**src/rtl/qpsk_carrier_mapper.sv**
```systemverilog
// QPSK carrier mapper: buffers one Gray-coded dibit and emits a phase-shifted sine burst per symbol.
// Optional macro QPSK_DIFF_EN turns the phase map into a differential (DQPSK) accumulator.
module qpsk_carrier_mapper #(
    parameter int SAMPLE_W    = 8,
    parameter int CYC_PER_SYM = 2
) (
    input  logic                       clk,
    input  logic                       rst,
    input  logic [1:0]                 dibit_in,
    input  logic                       dibit_valid,
    output logic                       dibit_ready,
    output logic signed [SAMPLE_W-1:0] sample_out,
    output logic                       sample_valid,
    output logic                       sym_start,
    output logic                       underrun
);

    localparam int     SPS   = 16 * CYC_PER_SYM;
    localparam int     CNT_W = $clog2(SPS);
    localparam longint AMP   = (64'sd1 <<< (SAMPLE_W - 1)) - 64'sd1;
`ifdef QPSK_DIFF_EN
    localparam logic [3:0] OFFSET_RST = 4'd2;
`else
    localparam logic [3:0] OFFSET_RST = 4'd0;
`endif

    typedef enum logic {IDLE, RUN} state_t;

    // Quarter-wave sine in Q16, scaled by the amplitude and rounded to nearest.
    function automatic logic signed [SAMPLE_W-1:0] sine_val(input int k);
        int     m;
        longint q;
        longint mag;
        m = k % 8;
        if (m > 4) m = 8 - m;
        case (m)
            0:       q = 0;
            1:       q = 25080;
            2:       q = 46341;
            3:       q = 60547;
            default: q = 65536;
        endcase
        mag = (AMP * q + 64'sd32768) >>> 16;
        if (k >= 8) mag = -mag;
        return mag[SAMPLE_W-1:0];
    endfunction

    function automatic logic [3:0] phase_step(input logic [1:0] d);
        logic [3:0] s;
        case (d)
            2'b00:   s = 4'd0;
            2'b01:   s = 4'd4;
            2'b11:   s = 4'd8;
            default: s = 4'd12;
        endcase
        return s;
    endfunction

    logic signed [SAMPLE_W-1:0] lut [16];

    generate
        for (genvar gi = 0; gi < 16; gi++) begin : g_lut
            assign lut[gi] = sine_val(gi);
        end
    endgenerate

    state_t                     state_reg, state_next;
    logic [1:0]                 buf_reg, buf_next;
    logic                       buf_full_reg, buf_full_next;
    logic [CNT_W-1:0]           cnt_reg, cnt_next;
    logic [3:0]                 offset_reg, offset_next;
    logic signed [SAMPLE_W-1:0] sample_next;
    logic                       sample_valid_next, sym_start_next, underrun_next;
    logic                       load, accept;
    logic [3:0]                 idx;

    always_comb begin
        state_next        = state_reg;
        buf_next          = buf_reg;
        buf_full_next     = buf_full_reg;
        cnt_next          = cnt_reg;
        offset_next       = offset_reg;
        sample_valid_next = 1'b0;
        sym_start_next    = 1'b0;
        underrun_next     = 1'b0;
        load              = 1'b0;
        accept            = dibit_valid && !buf_full_reg;

        case (state_reg)
            IDLE: begin
                if (buf_full_reg) begin
                    load       = 1'b1;
                    state_next = RUN;
                end
            end
            RUN: begin
                if (cnt_reg == CNT_W'(SPS - 1)) begin
                    if (buf_full_reg) begin
                        load = 1'b1;
                    end else begin
                        state_next    = IDLE;
                        underrun_next = 1'b1;
                    end
                end else begin
                    cnt_next          = cnt_reg + CNT_W'(1);
                    sample_valid_next = 1'b1;
                end
            end
            default: state_next = IDLE;
        endcase

        // A load needs a full buffer, so it can never coincide with an accept.
        if (load) begin
            cnt_next          = '0;
            buf_full_next     = 1'b0;
            sample_valid_next = 1'b1;
            sym_start_next    = 1'b1;
`ifdef QPSK_DIFF_EN
            offset_next       = offset_reg + phase_step(buf_reg);
`else
            offset_next       = phase_step(buf_reg) + 4'd2;
`endif
        end else if (accept) begin
            buf_full_next = 1'b1;
            buf_next      = dibit_in;
        end

        idx         = cnt_next[3:0] + offset_next;
        sample_next = sample_valid_next ? lut[idx] : '0;
    end

    always_ff @(posedge clk or negedge rst) begin
        if (!rst) begin
            state_reg    <= IDLE;
            buf_reg      <= 2'b00;
            buf_full_reg <= 1'b0;
            cnt_reg      <= '0;
            offset_reg   <= OFFSET_RST;
            sample_out   <= '0;
            sample_valid <= 1'b0;
            sym_start    <= 1'b0;
            underrun     <= 1'b0;
        end else begin
            state_reg    <= state_next;
            buf_reg      <= buf_next;
            buf_full_reg <= buf_full_next;
            cnt_reg      <= cnt_next;
            offset_reg   <= offset_next;
            sample_out   <= sample_next;
            sample_valid <= sample_valid_next;
            sym_start    <= sym_start_next;
            underrun     <= underrun_next;
        end
    end

    assign dibit_ready = !buf_full_reg;

endmodule

```
**config.mk**
```make
export PLATFORM = sky130hd
export DESIGN_NAME = qpsk_carrier_mapper
export DESIGN_NICKNAME = d
export VERILOG_FILES = /design/src/rtl/qpsk_carrier_mapper.sv
export SDC_FILE = /design/constraint.sdc
export NUM_CORES = 1
export LEC_CHECK = 0
export BUFFER_PORTS_ARGS = -buffer_cell sky130_fd_sc_hd__buf_2
export CORE_UTILIZATION = 40
export DETAILED_ROUTE_END_ITERATION = 8
export SYNTH_ARGS = -nofsm -noshare
export SYNTH_HDL_FRONTEND = slang
export SYNTH_SLANG_ARGS = --single-unit
```
**constraint.sdc**
```tcl
create_clock -name clk -period 4.2 [get_ports clk]
set_input_delay 0.42 -clock clk [delete_from_list [all_inputs] [get_ports clk]]
set_output_delay 0.42 -clock clk [all_outputs]
set_load 0.005 [all_outputs]
```
==> flow_summary.json, run 1 <==
{
  "status": "complete, no violations",
  "final_cell_mix": "dfrtp_1, buf_2, nor2_1",
  "clock_skew_ps": 5.75,
  "regToRegStartpoint": "cnt_reg[0]",
  "cts.clk_slew.worst_paths_ps": 120,
  "syn2layout_area_growth_pct": 11.9,
  "gp_congestion": 0.750,
  "synth_ff_type": "dfrtp_1",
  "wl_per_cell_um": 11.7,
  "cts_resized": 0,
  "grt_overflow": 0,
  "ys_seq_area_share_pct": 47.0,
  "synth_warnings": 0,
  "dpl.hpwl_um": 1550,
  "cts_tree": "built",
  "syn_inst": 110,
  "mappedNetlistNets": 128,
  "synthArstFlopShare_pct": 100,
  "initialDrtViolationCount": 12,
  "cts_sinks": 24,
  "finalHoldViolCount": 0,
  "critPathMaxFanout": 13,
  "regArea_um2": 601,
  "rrSetupSlack_ps": 660,
  "fp-row-count": 20,
  "cts_made_buffers": 3,
  "grt_max_degree": 25,
  "hp-class": "input pin to async pin",
  "syn-cell-area_mm2": 0.00128,
  "die_w_um": 58.5,
  "die_area_mm2": 0.00343,
  "initial_core_util_pct": 41.9,
  "ant_nets": 0,
  "portBuffers": 16,
  "synth_cell_type_count": 36,
  "gr-usage-all-layers_pct": 13.7,
  "core_area_mm2": 0.00305,
  "fin_crit_ps": 3540,
  "drive_above_1_share_pct": 22.7,
  "r2r_cells": 13,
  "fp.dieH_um": 58.5,
  "wirelength_um": 2020,
  "critPathKind": "flop to flop",
  "clockBufferDepth": 2,
  "cts_setup_buffers": 0,
  "grt_pass1_vias": 790,
  "finalNetCount": 148,
  "setup_viol": 0,
  "multiInputGateArea_um2": 632,
  "timing.rr.end": "sample_out[2]",
  "drc": 0,
  "syn_area_per_cell_um2": 11.6,
  "dr.pass1.iters": 4,
  "grt_pass1_wl_um": 3480,
  "max_slew.worst_pin.slew_ps": 518,
  "cts_hold_buffers": 0,
  "crit_required_ps": 4410,
  "slew_violations": 0,
  "critPathArrivalTime_ps": 3750,
  "routed_via_density": 4.76,
  "largest_reg_flops": 8,
  "vias": 819,
  "max_freq_mhz": 283,
  "htreeDepth": 1,
  "relSlewSlack_pct": 65.5,
  "layout_commonest_cell": "dfrtp_1",
  "n_fill_cell": 310,
  "clkLatencyLatePin_ps": 300,
  "antenna_found_initial": 0,
  "max_cap_violations": 0,
  "num_io_pins": 17,
  "startpoint_type": "flop",
  "synth-seq-cells": 24,
  "synth_edf_count": 0,
  "end_kind": "flop",
  "rsz0062_at_grt": "false",
  "layout_worst_path_cycle_share_pct": 84.3,
  "num_antenna_cells": 0,
  "tns_ps": 0,
  "clockRootBuffer": "clkbuf_4"
}
## cell type report
type | instances | area share, %
Multi-Input combinational cell | 74 | 44.1
Sequential cell | 24 | 42.0
Timing Repair Buffer | 16 | 5.59
Tap cell | 44 | 3.85
Inverter | 11 | 2.88
Clock buffer | 3 | 1.57
## synthesized netlist by cell type, drive strengths merged, types with 3 or more instances
| cell type | count | area, um^2 |
|---|---|---|
| a211oi | 3 | 27.5 |
| a21oi | 5 | 28.8 |
| and2 | 3 | 18.8 |
| dfrtp | 24 | 601 |
| ha | 12 | 150 |
| inv | 11 | 41.3 |
| nand2 | 6 | 30.0 |
| nor2 | 13 | 48.8 |
| o21ai | 3 | 15.0 |
| xor2 | 3 | 26.3 |
## layer usage
metal / vias up / global-route usage, % / routed length, um
met5: - / 0 / 0
met4: 0 / 7.14 / 6
met3: 2 / 1.32 / 42
met2: 18 / 22.3 / 977
li1: 413 / - / -
met1: 386 / 18.1 / 993
## logic make-up (layout without fill, tap and decap cells)
family                   Yosys count  after routing  synth area share (%)
AND/OR/NAND/NOR                   34             34                  13.8
flip-flops                        24             24                  47.0
AO/OA/AOI/OAI                     15             15                  8.32
adder cells (fa/ha/maj)           13             13                  13.3
buffers and inverters             12             30                  3.62
XOR/XNOR                           7              7                  8.61
multiplexers                       5              5                  5.38
## worst max-delay path, stage by stage (launching register included)
cell and delay (ps):
dfrtp_1 440, ha_1 220, and3_1 160, ha_1 190, nand2b_2 230, nand2_4 110, inv_2 100, nor2_1 190
ha_1 200, inv_1 50, fa_1 410, xor3_1 580, mux2_2 370, o31ai_1 200
## through the flow
step	hold WS, ps	instances	setup slack [ps]	util [%]	instance area, um^2
after floorplan	124	110	887	-	1280
after global placement	426	169	716	46.1	1410
after detailed placement	431	169	695	46.1	1410
after CTS	80.7	172	640	46.9	1430
after global routing	92.1	172	469	46.9	1430
final	68.6	172	661	46.9	1430
## how the worst max path moves through the flow
stage,from,end,cells past startpoint
finish,cnt_reg[0],sample_out[2],13
detailed placement,cnt_reg[0],sample_out[2],13
global placement,cnt_reg[0],sample_out[2],13
global route,cnt_reg[0],sample_out[2],13
floorplan,cnt_reg[0],sample_out[2],12
CTS,cnt_reg[0],sample_out[2],13
Power of run 1 is left out: the tool's default activity adds up to more than one toggle a clock period on the data nets, which glitch-free logic cannot reach.
==> inputs of run 2 (changes only) <==
clock period = 3 ns   (was 4.2 ns; I/O delays follow)
==> run 2 against run 1 <==
The flow now finishes with violations (setup timing). Sequential share of layout area shrank 8.7 points. Final area rose by 26%. Critical path type unchanged. Critical path depth grew 2. Clock skew decreased by 2.8 ps. Highest routed layer unchanged. Final cell count is 16% higher.
==> flow_summary.json, run 2 (synthesis results as in run 1) <==
{
  "antenna_found_initial": 0,
  "core_area_mm2": 0.00305,
  "vias": 933,
  "portBuffers": 16,
  "cts_tree": "built",
  "clockBufferDepth": 2,
  "status": "finished, violations left",
  "cts_made_buffers": 3,
  "htreeDepth": 1,
  "critPathKind": "flop to flop",
  "placed_area_mm2": 0.00162,
  "final_cell_mix": "dfrtp_1, buf_4, buf_2",
  "dpl.hpwl_um": 1870,
  "dr.pass1.iters": 5,
  "grt_max_degree": 25,
  "wirelength_um": 2500,
  "cts_sinks": 24,
  "largest_reg_flops": 8,
  "critPathMaxFanout": 6,
  "slew_violations": 0,
  "grt_overflow": 0,
  "grt_pass1_vias": 927,
  "max_cap_violations": 0,
  "layout_commonest_cell": "dfrtp_1",
  "rsz0062_at_grt": "true",
  "startpoint_type": "flop",
  "cts.clk_slew.worst_paths_ps": 130,
  "grt_pass1_wl_um": 4220,
  "critPathArrivalTime_ps": 3360,
  "crit_required_ps": 3200,
  "max_slew.worst_pin.slew_ps": 536,
  "routed_via_density": 4.69,
  "initialDrtViolationCount": 21,
  "finalNetCount": 174,
  "fp.dieH_um": 58.5,
  "violations": "setup timing",
  "clkLatencyLatePin_ps": 320,
  "syn2layout_area_growth_pct": 41.2,
  "holdWs_ps": 187,
  "clockRootBuffer": "clkbuf_4",
  "drive_above_1_share_pct": 50.3,
  "end_kind": "flop",
  "drc": 0,
  "max_freq_mhz": 317,
  "postLayoutCellArea_mm2": 0.00181,
  "finalHoldViolCount": 0,
  "fp-row-count": 20,
  "die_w_um": 58.5,
  "hp-class": "input pin to flop",
  "clock_skew_ps": 2.97,
  "die_area_mm2": 0.00343,
  "relSlewSlack_pct": 64.2,
  "gr-usage-all-layers_pct": 16.6,
  "gp_congestion": 0.755,
  "num_io_pins": 17,
  "ant_nets": 0,
  "fin_crit_ps": 3160,
  "initial_core_util_pct": 41.9,
  "place_ws_ps": -168,
  "setup_ws_ps": -158,
  "wl_per_cell_um": 12.6,
  "layout_worst_path_cycle_share_pct": 105,
  "setup_viol": 5,
  "num_antenna_cells": 0
}
[run 2: cell count changes in the layout (fill, tap and decap cells not counted), sizes merged]
| cell | change |
|---|---|
| buf | +25 |
| dlygate4sd3 | +1 |
| bufinv | +1 |
[run 2: worst paths after layout]
path | startpoint | cells past startpoint | slack (ps) | end
setup / recovery | cnt_reg[0] | 15 | -160 | sample_out[1]
hold / removal | dibit_in[0] | 3 | 190 | buf_reg[0]
setup reg to reg | cnt_reg[0] | 15 | -160 | sample_out[1]
hold reg to reg | offset_reg[0] | 1 | 530 | offset_reg[0]
max in group asynchronous | rst | 2 | 2170 | sample_out[3]
min in group asynchronous | rst | 2 | 470 | sym_start
[run 2: worst max-delay path, cell delays in order, from the launching register on]
cell	delay [ps]
dfrtp_1	410
ha_2	190
and3_4	160
ha_2	170
nand2b_4	150
nand2_4	90
inv_4	60
or2_4	250
buf_4	130
buf_4	120
fa_2	580
inv_2	50
buf_4	160
ha_4	170
a211oi_4	280
a211oi_2	60
[run 2: metrics by stage]
stage | TNS, ps | utilization [%] | std cells
floorplan | -177 | - | 110
global placement | -396 | 53.1 | 189
finish | -596 | 59.1 | 199
global route | -1710 | 59.1 | 199
detailed placement | -570 | 53.1 | 189
CTS | -582 | 57.9 | 198
[run 2: final cells by class]
class                   instances  area, um^2
repair buffers                 42         289
inverters                      11        43.8
well taps                      44        55.1
fillers                       278        1250
multi-input cells              74         764
flip-flops and latches         24         601
clock inverters                 1        30.0
clock buffers                   3        22.5
[run 2: timing repair]
| action | 4_1_cts | 5_1_grt |
|---|---|---|
| hold endpoints to repair | 24 | 0 |
| hold buffers | 1 | 0 |
| pin swaps | 10 | 3 |
| setup buffers | 4 | 1 |
| endpoints found under the setup margin | 7 | 8 |
| gates resized for setup | 12 | 8 |
[run 2: metal layers]
metal	global-route usage, %	vias to the layer above	part of all wire [%]
li1	-	459	-
met1	20.8	460	45
met2	29.6	10	53
met3	2.64	4	1.6
met4	5.10	0	1.2
met5	0	-	0
Power of run 2 is left out for the same reason.
==> inputs of run 3 (changes only) <==
CORE_UTILIZATION = 50   (was 40)
PLACE_DENSITY = 0.73   (was not set)
==> run 3 against run 2 <==
Setup slack lost 22 ps. Sequential share of layout area grew 0.78 points. Routed wire length grew 7.9%. The flow still finishes with violations (setup timing). Global-route usage grew 6.7 points. Clock skew grew 8.7 ps. Hold slack lost 24 ps. Core utilization grew 17 points. Flip-flop and latch count is the same. First-iteration DRC count shrank 29%. Final area shrank 2.3%. Via count shrank 0.54%.
==> flow_summary.json, run 3 (synthesis results as in run 1) <==
{
  "status": "finished, violations left",
  "violations": "setup timing",
  "clockBufferDepth": 2,
  "largest_reg_flops": 8,
  "setup_ws_ps": -180,
  "max_cap_violations": 0,
  "critPathKind": "flop to flop",
  "r2r_cells": 15,
  "fp-row-count": 17,
  "ant_nets": 0,
  "grt_overflow": 0,
  "finalNonFillerCells": 183,
  "rrSetupSlack_ps": -180,
  "cp-startpoint": "cnt_reg[1]",
  "layout_worst_path_cycle_share_pct": 106,
  "gp_congestion": 0.830,
  "final_cell_mix": "dfrtp_1, buf_4, buf_2",
  "layout_commonest_cell": "dfrtp_1",
  "cpPeakStageDelay_ps": 420,
  "tns_ps": -743,
  "clock_skew_ps": 11.6,
  "vias": 928,
  "fp.dieH_um": 52.6,
  "num_antenna_cells": 0,
  "finalNetCount": 174,
  "setup_viol": 6,
  "antenna_found_initial": 0,
  "fin_util_pct": 76.1,
  "dpl.hpwl_um": 2000,
  "hp-class": "input pin to flop",
  "highest_layer": "met4",
  "core_area_mm2": 0.00232,
  "cts_tree": "built",
  "drive_above_1_share_pct": 49.0,
  "portBuffers": 16,
  "holdWs_ps": 163,
  "cts_made_buffers": 3,
  "slew_violations": 0,
  "grt_pass1_vias": 941,
  "route.layer.met1.wl_um": 1230,
  "cp_common_cell": "ha_4",
  "fin_crit_ps": 3180,
  "crit_required_ps": 3190,
  "wl_per_cell_um": 14.7,
  "drc": 0,
  "grt_max_degree": 25,
  "clockRootBuffer": "clkbuf_4",
  "die_w_um": 52.6,
  "rsz0062_at_grt": "true",
  "grt_pass1_wl_um": 4440,
  "cts_sinks": 24,
  "wirelength_um": 2700,
  "max_slew.worst_pin.slew_ps": 570,
  "gr-usage-all-layers_pct": 23.4,
  "initial_core_util_pct": 55.2,
  "dr.pass1.iters": 4,
  "relSlewSlack_pct": 62.0,
  "regToRegStartpoint": "cnt_reg[1]",
  "routed_via_density": 5.07,
  "finalHoldViolCount": 0,
  "crit_end": "sample_out[3]",
  "clkLatencyLatePin_ps": 320,
  "cts.clk_slew.worst_paths_ps": 150,
  "crit_chain": "ha_2 -> and3_4 -> ha_4 -> and2b_2 -> mux2i_1 -> or2_4 -> inv_4 -> ha_4 -> nand2_4 -> or4_4 -> o211a_4 -> xnor2_4 -> buf_12 -> a211oi_4 -> a211oi_1",
  "met2WireLength_um": 1370,
  "syn2layout_area_growth_pct": 38.0,
  "critPathMaxFanout": 6,
  "startpoint_type": "flop",
  "slowest_stage": "dfrtp_1",
  "end_kind": "flop",
  "critPathArrivalTime_ps": 3370,
  "initialDrtViolationCount": 15,
  "dp_cells": 174,
  "dr_wl_met3_um": 67,
  "htreeDepth": 1,
  "die_area_mm2": 0.00276,
  "num_io_pins": 17,
  "timing.rr.end": "sample_out[3]",
  "max_freq_mhz": 314
}
==> run 3: worst min-delay path by stage <==
stage	depth (start not counted)	startpoint	end	slack [ps]
after floorplan	0	rst	buf_full_reg	4
after global placement	1	rst	sample_out[1]	310
after detailed placement	1	rst	sample_out[5]	320
after CTS	3	dibit_in[0]	buf_reg[0]	160
after global routing	3	dibit_in[0]	buf_reg[0]	160
final	3	dibit_in[0]	buf_reg[0]	160
==> run 3: metrics by stage <==
step,setup slack (ps),instance area (um^2)
final,-180,1760
after global routing,-273,1760
after CTS,-164,1740
after detailed placement,-213,1620
after global placement,-101,1620
after floorplan,-145,1350
==> run 3: worst max-delay path, delay by kind of cell, from the launching register on <==
family / cells / cell delay (ps)
multiplexers: 1 / 200
flip-flops: 1 / 420
XOR/XNOR: 1 / 140
adder cells (fa/ha/maj): 3 / 620
buffers and inverters: 2 / 190
AO/OA/AOI/OAI: 3 / 440
AND/OR/NAND/NOR: 5 / 1050
==> run 3: what timing repair did <==
action,CTS,global route
pin swaps,9,8
buffers inserted,3,1
endpoints found under the hold margin,24,0
setup endpoints to repair,7,8
resized for setup,7,8
hold buffers,1,0
==> run 3: layout make-up <==
cell class,instances,area (um^2)
fillers,137,554
flip-flops and latches,24,601
multi-input cells,74,732
well taps,28,35.0
inverters,11,46.3
repair buffers,42,298
clock inverters,1,30.0
clock buffers,3,22.5
==> run 3: per-layer routing <==
layer / GRT usage [%] / up-vias
met5: 0 / -
met4: 11.8 / 0
met3: 1.74 / 2
met2: 37.1 / 17
met1: 32.0 / 451
li1: - / 458
Power of run 3 is left out for the same reason.
